$ cat config.mk
export PLATFORM = sky130hd
export DESIGN_NAME = shared_bus_resolver
export DESIGN_NICKNAME = d
export VERILOG_FILES = /design/src/rtl/shared_bus_resolver.sv
export SDC_FILE = /design/constraint.sdc
export NUM_CORES = 1
export LEC_CHECK = 0
export CAP_MARGIN = 5
export CELL_PAD_IN_SITES_DETAIL_PLACEMENT = 1
export CELL_PAD_IN_SITES_GLOBAL_PLACEMENT = 1
export CORE_MARGIN = 2
export CORE_UTILIZATION = 39
export DETAILED_ROUTE_END_ITERATION = 7
export PLACE_DENSITY = 0.86
export SLEW_MARGIN = 20
export SYNTH_ARGS = -nofsm -noshare
export SYNTH_HDL_FRONTEND = slang
export SYNTH_SLANG_ARGS = --single-unit
$ cat constraint.sdc
create_clock -name clk -period 6.9 [get_ports clk]
set_clock_uncertainty 0.1 [all_clocks]
set_input_delay 0.69 -clock clk [delete_from_list [all_inputs] [get_ports clk]]
set_output_delay 0.69 -clock clk [all_outputs]
set_load 0.01 [all_outputs]
$ cat src/rtl/shared_bus_resolver.sv
// Registered resolver for a shared pulled-up bus.
// The arbitrated path uses a round-robin grant that is held for a whole burst.
// Forced drivers bypass the arbiter and combine by wired-AND or wired-OR.
// An idle bus reads all-ones. Disagreeing forced drivers are flagged and counted.
module shared_bus_resolver #(
    parameter int unsigned WIDTH   = 8,
    parameter int unsigned N       = 4,
    parameter int unsigned RESOLVE = 0,
    parameter int unsigned CNT_W   = 8
) (
    input  logic               clk,
    input  logic               rst,
    input  logic [N-1:0]       req,
    input  logic [N-1:0]       last,
    input  logic [N*WIDTH-1:0] wdata,
    input  logic [N-1:0]       force_en,
    output logic [N-1:0]       grant,
    output logic [WIDTH-1:0]   bus,
    output logic               bus_driven,
    output logic               contention,
    output logic [CNT_W-1:0]   conflict_cnt
);

    localparam int unsigned IW = (N > 1) ? $clog2(N) : 1;

    typedef enum logic [0:0] {
        StIdle,
        StOwn
    } state_e;

    state_e              state_q;
    logic [N-1:0]        grant_q;
    logic [IW-1:0]       owner_q;
    logic [IW-1:0]       last_owner_q;

    logic [WIDTH-1:0]    bus_q, bus_d;
    logic                bus_driven_q, bus_driven_d;
    logic                contention_q, contention_d;
    logic [CNT_W-1:0]    cnt_q, cnt_d;

    logic                any_force;
    logic [WIDTH-1:0]    and_val, or_val, resolved;
    logic [WIDTH-1:0]    owner_data;
    logic                owner_last, owner_req;
    logic                found;
    logic [IW-1:0]       winner;
    logic [N-1:0]        winner_oh;
    logic                acquire, release_own;

    assign any_force = |force_en;

    // Fold the forced channels both ways; they all agree exactly when AND equals OR.
    always_comb begin
        and_val = '1;
        or_val  = '0;
        for (int i = 0; i < int'(N); i++) begin
            if (force_en[i]) begin
                and_val = and_val & wdata[i*WIDTH +: WIDTH];
                or_val  = or_val  | wdata[i*WIDTH +: WIDTH];
            end
        end
    end

    assign resolved     = (RESOLVE != 0) ? or_val : and_val;
    // With no forced channel AND/OR differ trivially, so gate with any_force.
    assign contention_d = any_force && (and_val != or_val);

    // Select data and burst controls of the current owner.
    always_comb begin
        owner_data = '1;
        owner_last = 1'b0;
        owner_req  = 1'b0;
        for (int i = 0; i < int'(N); i++) begin
            if (owner_q == IW'(i)) begin
                owner_data = wdata[i*WIDTH +: WIDTH];
                owner_last = last[i];
                owner_req  = req[i];
            end
        end
    end

    // Round-robin pick: first requester scanning upward from last_owner+1 with wrap.
    always_comb begin
        int idx;
        found     = 1'b0;
        winner    = '0;
        winner_oh = '0;
        idx       = 0;
        for (int off = 1; off <= int'(N); off++) begin
            idx = int'(last_owner_q) + off;
            if (idx >= int'(N)) begin
                idx = idx - int'(N);
            end
            if (!found && req[idx]) begin
                found          = 1'b1;
                winner         = IW'(idx);
                winner_oh[idx] = 1'b1;
            end
        end
    end

    // Forced drivers freeze the arbiter entirely.
    assign acquire     = (state_q == StIdle) && !any_force && found;
    assign release_own = (state_q == StOwn) && !any_force && (owner_last || !owner_req);

    // Arbiter FSM with registered one-hot grant.
    always_ff @(posedge clk or posedge rst) begin
        if (rst) begin
            state_q      <= StIdle;
            grant_q      <= '0;
            owner_q      <= '0;
            last_owner_q <= IW'(N - 1);
        end else begin
            unique case (state_q)
                StIdle: begin
                    if (acquire) begin
                        state_q <= StOwn;
                        grant_q <= winner_oh;
                        owner_q <= winner;
                    end
                end
                StOwn: begin
                    if (release_own) begin
                        state_q      <= StIdle;
                        grant_q      <= '0;
                        last_owner_q <= owner_q;
                    end
                end
                default: begin
                    state_q <= StIdle;
                    grant_q <= '0;
                end
            endcase
        end
    end

    // Next bus value: forced drivers first, then the owner, else the pull-up.
    always_comb begin
        bus_d        = '1;
        bus_driven_d = 1'b0;
        if (any_force) begin
            bus_d        = resolved;
            bus_driven_d = 1'b1;
        end else if (state_q == StOwn) begin
            bus_d        = owner_data;
            bus_driven_d = 1'b1;
        end
    end

    // Saturating count of contention cycles.
    always_comb begin
        cnt_d = cnt_q;
        if (contention_d && (cnt_q != '1)) begin
            cnt_d = cnt_q + 1'b1;
        end
    end

    // Registered bus outputs and conflict tracking.
    always_ff @(posedge clk or posedge rst) begin
        if (rst) begin
            bus_q        <= '1;
            bus_driven_q <= 1'b0;
            contention_q <= 1'b0;
            cnt_q        <= '0;
        end else begin
            bus_q        <= bus_d;
            bus_driven_q <= bus_driven_d;
            contention_q <= contention_d;
            cnt_q        <= cnt_d;
        end
    end

    assign grant        = grant_q;
    assign bus          = bus_q;
    assign bus_driven   = bus_driven_q;
    assign contention   = contention_q;
    assign conflict_cnt = cnt_q;

endmodule

## Word-level counts from Yosys, hierarchy flattened

Index checks and enable logic that the tools add are counted.

| word-level totals | value |
|---|---|
| output and inout port bits | 22 |
| word-level logic and storage cells | 136 |
| input port bits | 46 |
| register bits | 27 |

| operators by class | value |
|---|---|
| add/sub/neg operators | 9 |
| order comparisons | 12 |
| eq/ne operators | 7 |
| muxes and demuxes | 66 |
| reductions and logical operators | 24 |
| bitwise operators | 10 |

Operators with widths:

| cell | number |
|---|---|
| $ge A32 B1 Y1 const B | 4 |
| $lt A32 B4 Y1 const B | 4 |
| $mux W32 | 4 |
| $mux W8 | 14 |
| $mux W1 | 28 |
| $and A8 B8 Y8 | 3 |
| $mux W4 | 6 |
| $or A8 B8 Y8 | 3 |
| $logic_and A1 B1 Y1 | 13 |
| $or A4 B4 Y4 | 3 |
| $sub A3 B3 Y4 const B | 3 |
| $ge A3 B3 Y1 const B | 3 |
| $add A8 B1 Y8 const B | 1 |
| $bmux W1 S2 | 4 |
| $demux W1 S2 | 4 |
| $mux W2 | 4 |
| $ne A8 B8 Y1 | 1 |
| $ne A8 B8 Y1 const B | 1 |
| $pmux W4 S2 | 1 |
| $add A2 B2 Y3 const B | 2 |
| $reduce_and A2 Y1 | 3 |
| $logic_not A1 Y1 | 5 |
| $sub A4 B3 Y5 const B | 1 |
| $add A2 B3 Y4 const B | 1 |
| other kinds (11) | 12 |

## Logic depth before layout (Yosys ltp)

Gate-level depths: netlist of run 1.

| logic depth | value |
|---|---|
| depth in word-level cells | 19 |
| mapped depth | 10 |
| depth with buffers taken out | 9 |

## Worst setup path after synthesis of run 1

No wires, ideal clock.

| path | value |
|---|---|
| path kind | flip-flop to flip-flop |
| start | register last_owner_q[0] |
| end | register grant_q[0] (netlist: grant[0]) |
| clock period less this slack | 2.757 ns |
| arrival time | 2.574 ns |
| cell stages (with the launch flop) | 10 |
| library setup time | 0.083 ns |
| required time | 6.717 ns |
| buffers on the path | 2 |
| setup slack | 4.143 ns |
| cell sequence | dfstp_2 buf_2 inv_1 ha_1 mux4_2 or2_2 o311ai_2 buf_2 nand3_1 o21ai_0 |

| between the ends | value |
|---|---|
| cells in the longest elaborated chain, start to end | 19 |
| elaborated cells between the ends (all ways) | 70 |
| those cells by class | add/sub (8); order compare (12); eq/ne (1); mux (34); bitwise (3); reduce/logical (12) |

RTL lines:

| what | line | text |
|---|---|---|
| start, declared | 34 | `logic [IW-1:0] last_owner_q;` |
| start signal, assigned | 112 | `last_owner_q <= IW'(N - 1);` |
| start signal, assigned | 126 | `last_owner_q <= owner_q;` |
| branches (longest 19 deep; another with $ge A32 B1 Y1) | - |  |
| end signal, assigned | 118 | `grant_q <= winner_oh;` |
| end, declared | 32 | `logic [N-1:0] grant_q;` |

Several ways; the timed one is not identified. The select of a mux whose other input is x is not followed.
A chain may end at the register's enable or synchronous reset.

## Final worst setup path of run 1

| path | value |
|---|---|
| start | input force_en[2] |
| end | register cnt_q[1] (netlist: conflict_cnt[1]) |

| between the ends | value |
|---|---|
| cells in the longest elaborated chain, start to end | 6 |
| elaborated cells between the ends (all ways) | 10 |
| those cells by class | eq/ne (1); mux (4); bitwise (2); reduce/logical (3) |

RTL lines:

| what | line | text |
|---|---|---|
| start, declared | 16 | `input logic [N-1:0] force_en,` |
| $mux W8 | 57 | `if (force_en[i]) begin` |
| $and A8 B8 Y8 / $or A8 B8 Y8 (equally long branches) | 58, 59 |  |
| $mux W8 | 57 |  |
| $ne A8 B8 Y1 | 66 | `assign contention_d = any_force && (and_val != or_val);` |
| $logic_and A1 B1 Y1 (*) | 66 |  |
| $logic_and A1 B1 Y1 (*) | 153 | `if (contention_d && (cnt_q != '1)) begin` |
| end signal, assigned | 169 | `cnt_q <= cnt_d;` |
| end, declared | 39 | `logic [CNT_W-1:0] cnt_q, cnt_d;` |

Mark *: on every way between the ends. The rest lies on a longest branch, timed or not.

==> impl_metrics.tcl, run 1 <==
set metrics [dict create \
    tritoncts "built" \
    n_antenna_cell 0 \
    h-tree-depth 1 \
    cp_cell_sequence "clkdlybuf4s50_1 -> nor2b_1 -> o21ai_0 -> a41oi_1 -> or3_1 -> a2111oi_4 -> nor3_2 -> mux2_4" \
    peakVddDrop_uv 142 \
    cts.path.max_buffers 2 \
    total_power_mw 0.846 \
    clkTransAtPathRegs_ns 0.09 \
    grt_max_degree 28 \
    async_flop_share_pct 100 \
    vias_per_cell 6.24 \
    dieHeight_um 82.1 \
    post_cts_buffers 0 \
    synth_edf_count 0 \
    post-route-util_pct 52.7 \
    setup_viol_count_final 0 \
    cts_sinks 27 \
    r2r_cells 6 \
    cts_resized 0 \
    wl_um 7100 \
    cap_violations 0 \
    combPwrFrac_pct 53.5 \
    yosys_warnings 0 \
    synth_nets 291 \
    crit_fanout 23 \
    hold_viol 0 \
    p_leak_nw 1.16 \
    die_x_um 82.1 \
    internal_power_mw 0.506 \
    wl_per_cell_um 19.2 \
    synth_common_cells "dfrtp_1, o21ai_0, a222oi_1" \
    slew_headroom_pct 37.5 \
    syn_avg_cell_area_um2 10.1 \
    postCtsHoldBufs 0 \
    p_sw_share_pct 40.2 \
    worstSetupPathType "input pin to flop" \
    arrival_ns 3.62 \
    insertion_delay_ns 0.27 \
    synth_top_flop_cell "dfrtp_1" \
    start_util_pct 40.2 \
    cts-root-buf "clkbuf_8" \
    num_io_pins 68 \
    p_switching_mw 0.341 \
    cp.depth 8 \
    yosysTopAreaCell "dfrtp_1" \
    cpMaxStageDelayCell "clkdlybuf4s50_1" \
    whs_path_depth 1 \
    hp-class "flop to flop" \
    antenna_found_initial 0 \
    worstHoldStart "conflict_cnt[4]" \
    overflow 0 \
    critPathMaxStageDelay_ns 0.85 \
    final_nets 350 \
    syn_to_final_growth_pct 31.2 \
    gp_congestion 0.886 \
    critPathLaunch "force_en[2]" \
    ys_ff_latch 27 \
    num_rows 28 \
    postRouteAntennaNets 0 \
    globalRouteTotalUtil_pct 21.9 \
    fin_crit_ns 3.56 \
    maxSlewViolCount 0 \
    tns_ns 0 \
    rr_startpoint "last_owner_q[0]" \
    tightest_slew_ns 0.931 \
    yosysSeqAreaShare_pct 28.9 \
    io_buffer_count 67 \
    synth_most_common_cell "dfrtp_1" \
    power_density_nw_per_um2 271 \
    seq_power_share_pct 35.8 \
    synthesis.area_um2 2380 \
    place_hpwl_um 5470 \
    route.detailed.drc 0 \
    coreArea_um2 5920 \
    worst-path-buf-inv 1 \
    cts_inserted_buffers 3 \
    grt_pass1_wl_um 11400 \
    syn_inst 236 \
    drtPass1Iterations 5 \
    cp_top_family "simple AND/OR/NAND/NOR gates" \
    cp-start-kind "input pin" \
    end_kind "flop" \
    synth.top_cell.area_share_pct 17.9 \
    rsz0062_at_grt "no" \
    drt_iter0_drc 171 \
    drive_gt1_share_pct 15.3 \
    cp_data_required_time_ns 6.96 \
    run_status "finished, final reports clean" \
    grt_pass1_vias 2251 \
    synth.distinct_cells 56 \
    vias 2303 \
    dieArea_um2 6740 \
    fmax_mhz 281 \
    p_clk_share_pct 10.7 \
    ys_top_cells_by_area "dfrtp_1, mux4_2, dfstp_2, a222oi_1, ha_1" \
    timing.final.crit_share_pct 51.6 \
]
[kinds of logic after synthesis]
kind of cell	Yosys count	share of synthesized area [%]
AOI/OAI and AO/OA	76	26.4
and+or+nand+nor	72	16.8
DFF	27	28.9
buffers and inverters	24	5.15
muxes	18	14.3
xor gates and xnor gates	10	3.68
adders and majority gates	9	4.73
[stage by stage]
stage	setup slack [ns]	hold slack [ns]	area, µm²	cells
floorplan	4.14	0.390	2380	236
finish	3.34	0.413	3120	369
CTS	3.20	0.417	3110	369
global placement	3.07	0.385	3070	365
detailed placement	2.92	0.402	3070	365
global route	3.19	0.438	3120	369
[area by class of cell]
cell class | instances | area [µm²]
fillers | 655 | 2800
multi-input cells | 185 | 1580
flip-flops and latches | 27 | 688
repair buffers | 67 | 671
well taps | 75 | 93.8
clock buffers | 4 | 45.0
inverters | 11 | 41.3
[cells in the final DEF (no fill, tap or decap), drive strengths merged, types with 2 or more instances in the layout]
cell type	instances
a211oi	2
a21oi	3
a221oi	5
a222oi	13
a22oi	5
and3	4
clkbuf	4
clkdlybuf4s50	67
dfrtp	17
dfstp	10
ha	9
inv	10
mux2	5
mux4	12
nand2	10
nand2b	7
nand3	10
nand4	2
nor2	10
nor2b	12
nor3	7
nor3b	3
nor4	2
o211a	2
o21a	2
o21ai	16
o221a	8
o221ai	2
o22ai	7
xor2	9
[power groups by stage]
stage	registers, mW	clock network, mW	logic [mW]
global route	0.317	0.100	0.496
detailed placement	0.308	0	0.451
CTS	0.306	0.0933	0.453
finish	0.303	0.0907	0.452
global placement	0.302	0	0.430
floorplan	0.277	0	0.296
[worst reg2reg max path, delay by kind of cell (launching register included)]
kind / cells / cell delay (ns)
compound gates: 2 / 0.94
fa+ha+maj: 1 / 0.42
mux: 1 / 0.45
buf+inv: 1 / 0.18
flops: 1 / 0.72
simple gates: 1 / 0.37
[routing by layer]
layer  global-route usage (%)  share of wire, %
met5                        0                 0
met4                     4.50               1.2
met3                     2.07               5.5
met2                     35.4                48
met1                     31.8                46
[flip-flops by register name (all words and copies together), names as in the netlist]
name and flops:
bus 8, bus_driven 1, conflict_cnt 8, contention 1
grant 4, last_owner_q 2, owner_q 2, state_q 1
[path summary, 6_finish.rpt]
check                                  endpoint  slack (ns)
worst max-delay path            conflict_cnt[1]        3.34
worst min-delay path            conflict_cnt[4]        0.41
worst max register to register         grant[0]        3.57
worst min register to register  conflict_cnt[4]        0.41
max in group asynchronous       conflict_cnt[3]        5.56
min in group asynchronous              grant[3]        0.71
Power figures use the tool's default switching activity.
==> run 2: changes to the inputs <==
- CORE_UTILIZATION: 39 -> 37
- PLACE_DENSITY: 0.86 -> 0.83
- clock period: 6.9 -> 3.73 ns (I/O delays scaled with it)
==> run 2 against run 1 <==
  * Worst hold slack worse by 0.065 ns
  * Final area up 1.4%
  * Core utilization down 2.3 points
  * Critical path depth unchanged
  * Sequential share of layout area shrank 0.30 points
  * Routed wire length rose by 3.6%
  * Flip-flop and latch count unchanged
  * Non-clock buffer count rose by 6
  * Via count up 1.3%
  * Sequential power up 80%
  * Register-to-register slack got worse by 3.0 ns
==> impl_metrics.tcl, run 2 (synthesized netlist as in run 1, its figures left out) <==
set metrics [dict create \
    dieArea_um2 7090 \
    io_buffer_count 67 \
    cts-root-buf "clkbuf_8" \
    tritoncts "built" \
    whs_ns 0.348 \
    fin_ws_ns 0.590 \
    antenna_found_initial 0 \
    cts_inserted_buffers 3 \
    worstSetupPathType "flop to flop" \
    fmax_mhz 318 \
    rsz0062_at_grt "no" \
    grt_pass1_wl_um 12000 \
    num_rows 29 \
    tns_ns 0 \
    place_hpwl_um 5710 \
    die_x_um 84.2 \
    grt_pass1_vias 2357 \
    p_sw_share_pct 40.4 \
    p_switching_mw 0.639 \
    hp-class "input pin to async pin" \
    r2r_setup_slack_ns 0.59 \
    internal_power_mw 0.942 \
    syn_to_final_growth_pct 33.0 \
    final_nets 356 \
    fin_crit_ns 3.14 \
    r2r_end "grant[2]" \
    wl_um 7360 \
    slew_headroom_pct 46.8 \
    cp_data_required_time_ns 3.84 \
    peakVddDrop_uv 288 \
    start_util_pct 37.9 \
    h-tree-depth 1 \
    layout_commonest_cell "clkdlybuf4s50_1" \
    p_clk_share_pct 11.2 \
    vias 2332 \
    clkTransAtPathRegs_ns 0.10 \
    gp_congestion 0.857 \
    dieHeight_um 84.2 \
    maxSlewViolCount 0 \
    cts.path.max_buffers 2 \
    seq_power_share_pct 34.5 \
    cap_violations 0 \
    globalRouteTotalUtil_pct 20.8 \
    drt_iter0_drc 211 \
    timing.final.crit_share_pct 84.2 \
    overflow 0 \
    power_density_nw_per_um2 500 \
    cp-start-kind "flop" \
    dpl-instance-area_um2 3120 \
    num_io_pins 68 \
    r2r_cells 8 \
    n_antenna_cell 0 \
    setup_viol_count_final 0 \
    crit_fanout 11 \
    drtPass1Iterations 5 \
    rr_startpoint "last_owner_q[1]" \
    pre_cts_slack_ns 0.502 \
    grt_max_degree 28 \
    arrival_ns 3.25 \
    run_status "finished, final reports clean" \
    fillers 719 \
    fin_area_um2 3160 \
    total_power_mw 1.58 \
    tightest_slew_ns 0.798 \
    insertion_delay_ns 0.28 \
    cts_sinks 27 \
    p_leak_nw 1.19 \
    postRouteAntennaNets 0 \
    drive_gt1_share_pct 17.7 \
    route.detailed.drc 0 \
    combPwrFrac_pct 54.3 \
    wl_per_cell_um 19.5 \
    post_cts_buffers 0 \
    hold_viol 0 \
    end_kind "flop" \
    final_cell_mix "clkdlybuf4s50_1, dfrtp_1, o21ai_0" \
    vias_per_cell 6.19 \
    cts_resized 0 \
    coreArea_um2 6280 \
    postCtsHoldBufs 0 \
]
[run 2: cell count changes in the layout (fill, tap and decap cells not counted)]
cell	previous run	this run
clkbuf_1	1	0
inv_2	0	1
nor4_2	0	1
clkinvlp_4	0	1
buf_4	0	6
clkinv_1	1	0
nor4_4	1	0
[run 2: metrics by stage]
step / instances / utilization [%]
2_1_floorplan: 236 / -
3_3_place_gp: 373 / 49.6
3_5_place_dp: 373 / 49.6
4_1_cts: 377 / 50.4
5_1_grt: 377 / 50.4
6_report: 377 / 50.4
[run 2: metal layers]
layer / GRT usage (%) / part of all wire, %
met1: 27.1 / 42
met2: 36.1 / 52
met3: 3.44 / 5.4
met4: 5.43 / 0.82
met5: 0 / 0
[run 2: worst max-delay path, cell delays in order, from the launching register on]
cell and delay (ns):
dfstp_2 0.67, inv_1 0.15, ha_1 0.43, mux4_2 0.45, or2_2 0.37, o311ai_2 0.49
buf_4 0.24, nand3_1 0.07, o21ai_0 0.09
[run 2: how the worst max path moves through the flow]
stage | start | end | slack [ns] | cells after the start
4_1_cts | last_owner_q[1] | grant[2] | 0.57 | 8
3_3_place_gp | force_en[1] | conflict_cnt[1] | 0.59 | 9
6_report | last_owner_q[1] | grant[2] | 0.59 | 8
5_1_grt | last_owner_q[1] | grant[2] | 0.35 | 8
2_1_floorplan | last_owner_q[0] | grant[0] | 0.97 | 9
3_5_place_dp | force_en[1] | conflict_cnt[1] | 0.50 | 9
[run 2: power by group through the flow]
stage	clock network (mW)	logic [mW]	registers [mW]
2_1_floorplan	0	0.548	0.512
3_3_place_gp	0	0.819	0.543
3_5_place_dp	0	0.858	0.550
4_1_cts	0.178	0.860	0.546
5_1_grt	0.195	0.937	0.568
6_report	0.177	0.859	0.545
[run 2: final cells by class]
| cell class | instances | area, µm² | area share, % |
|---|---|---|---|
| multi-input combinational | 185 | 1570 | 49.7 |
| timing repair buffer | 73 | 716 | 22.6 |
| sequential | 27 | 688 | 21.7 |
| tap | 77 | 96.3 | 3.04 |
| clock buffer | 3 | 41.3 | 1.30 |
| inverter | 11 | 41.3 | 1.30 |
| clock inverter | 1 | 7.51 | 0.237 |
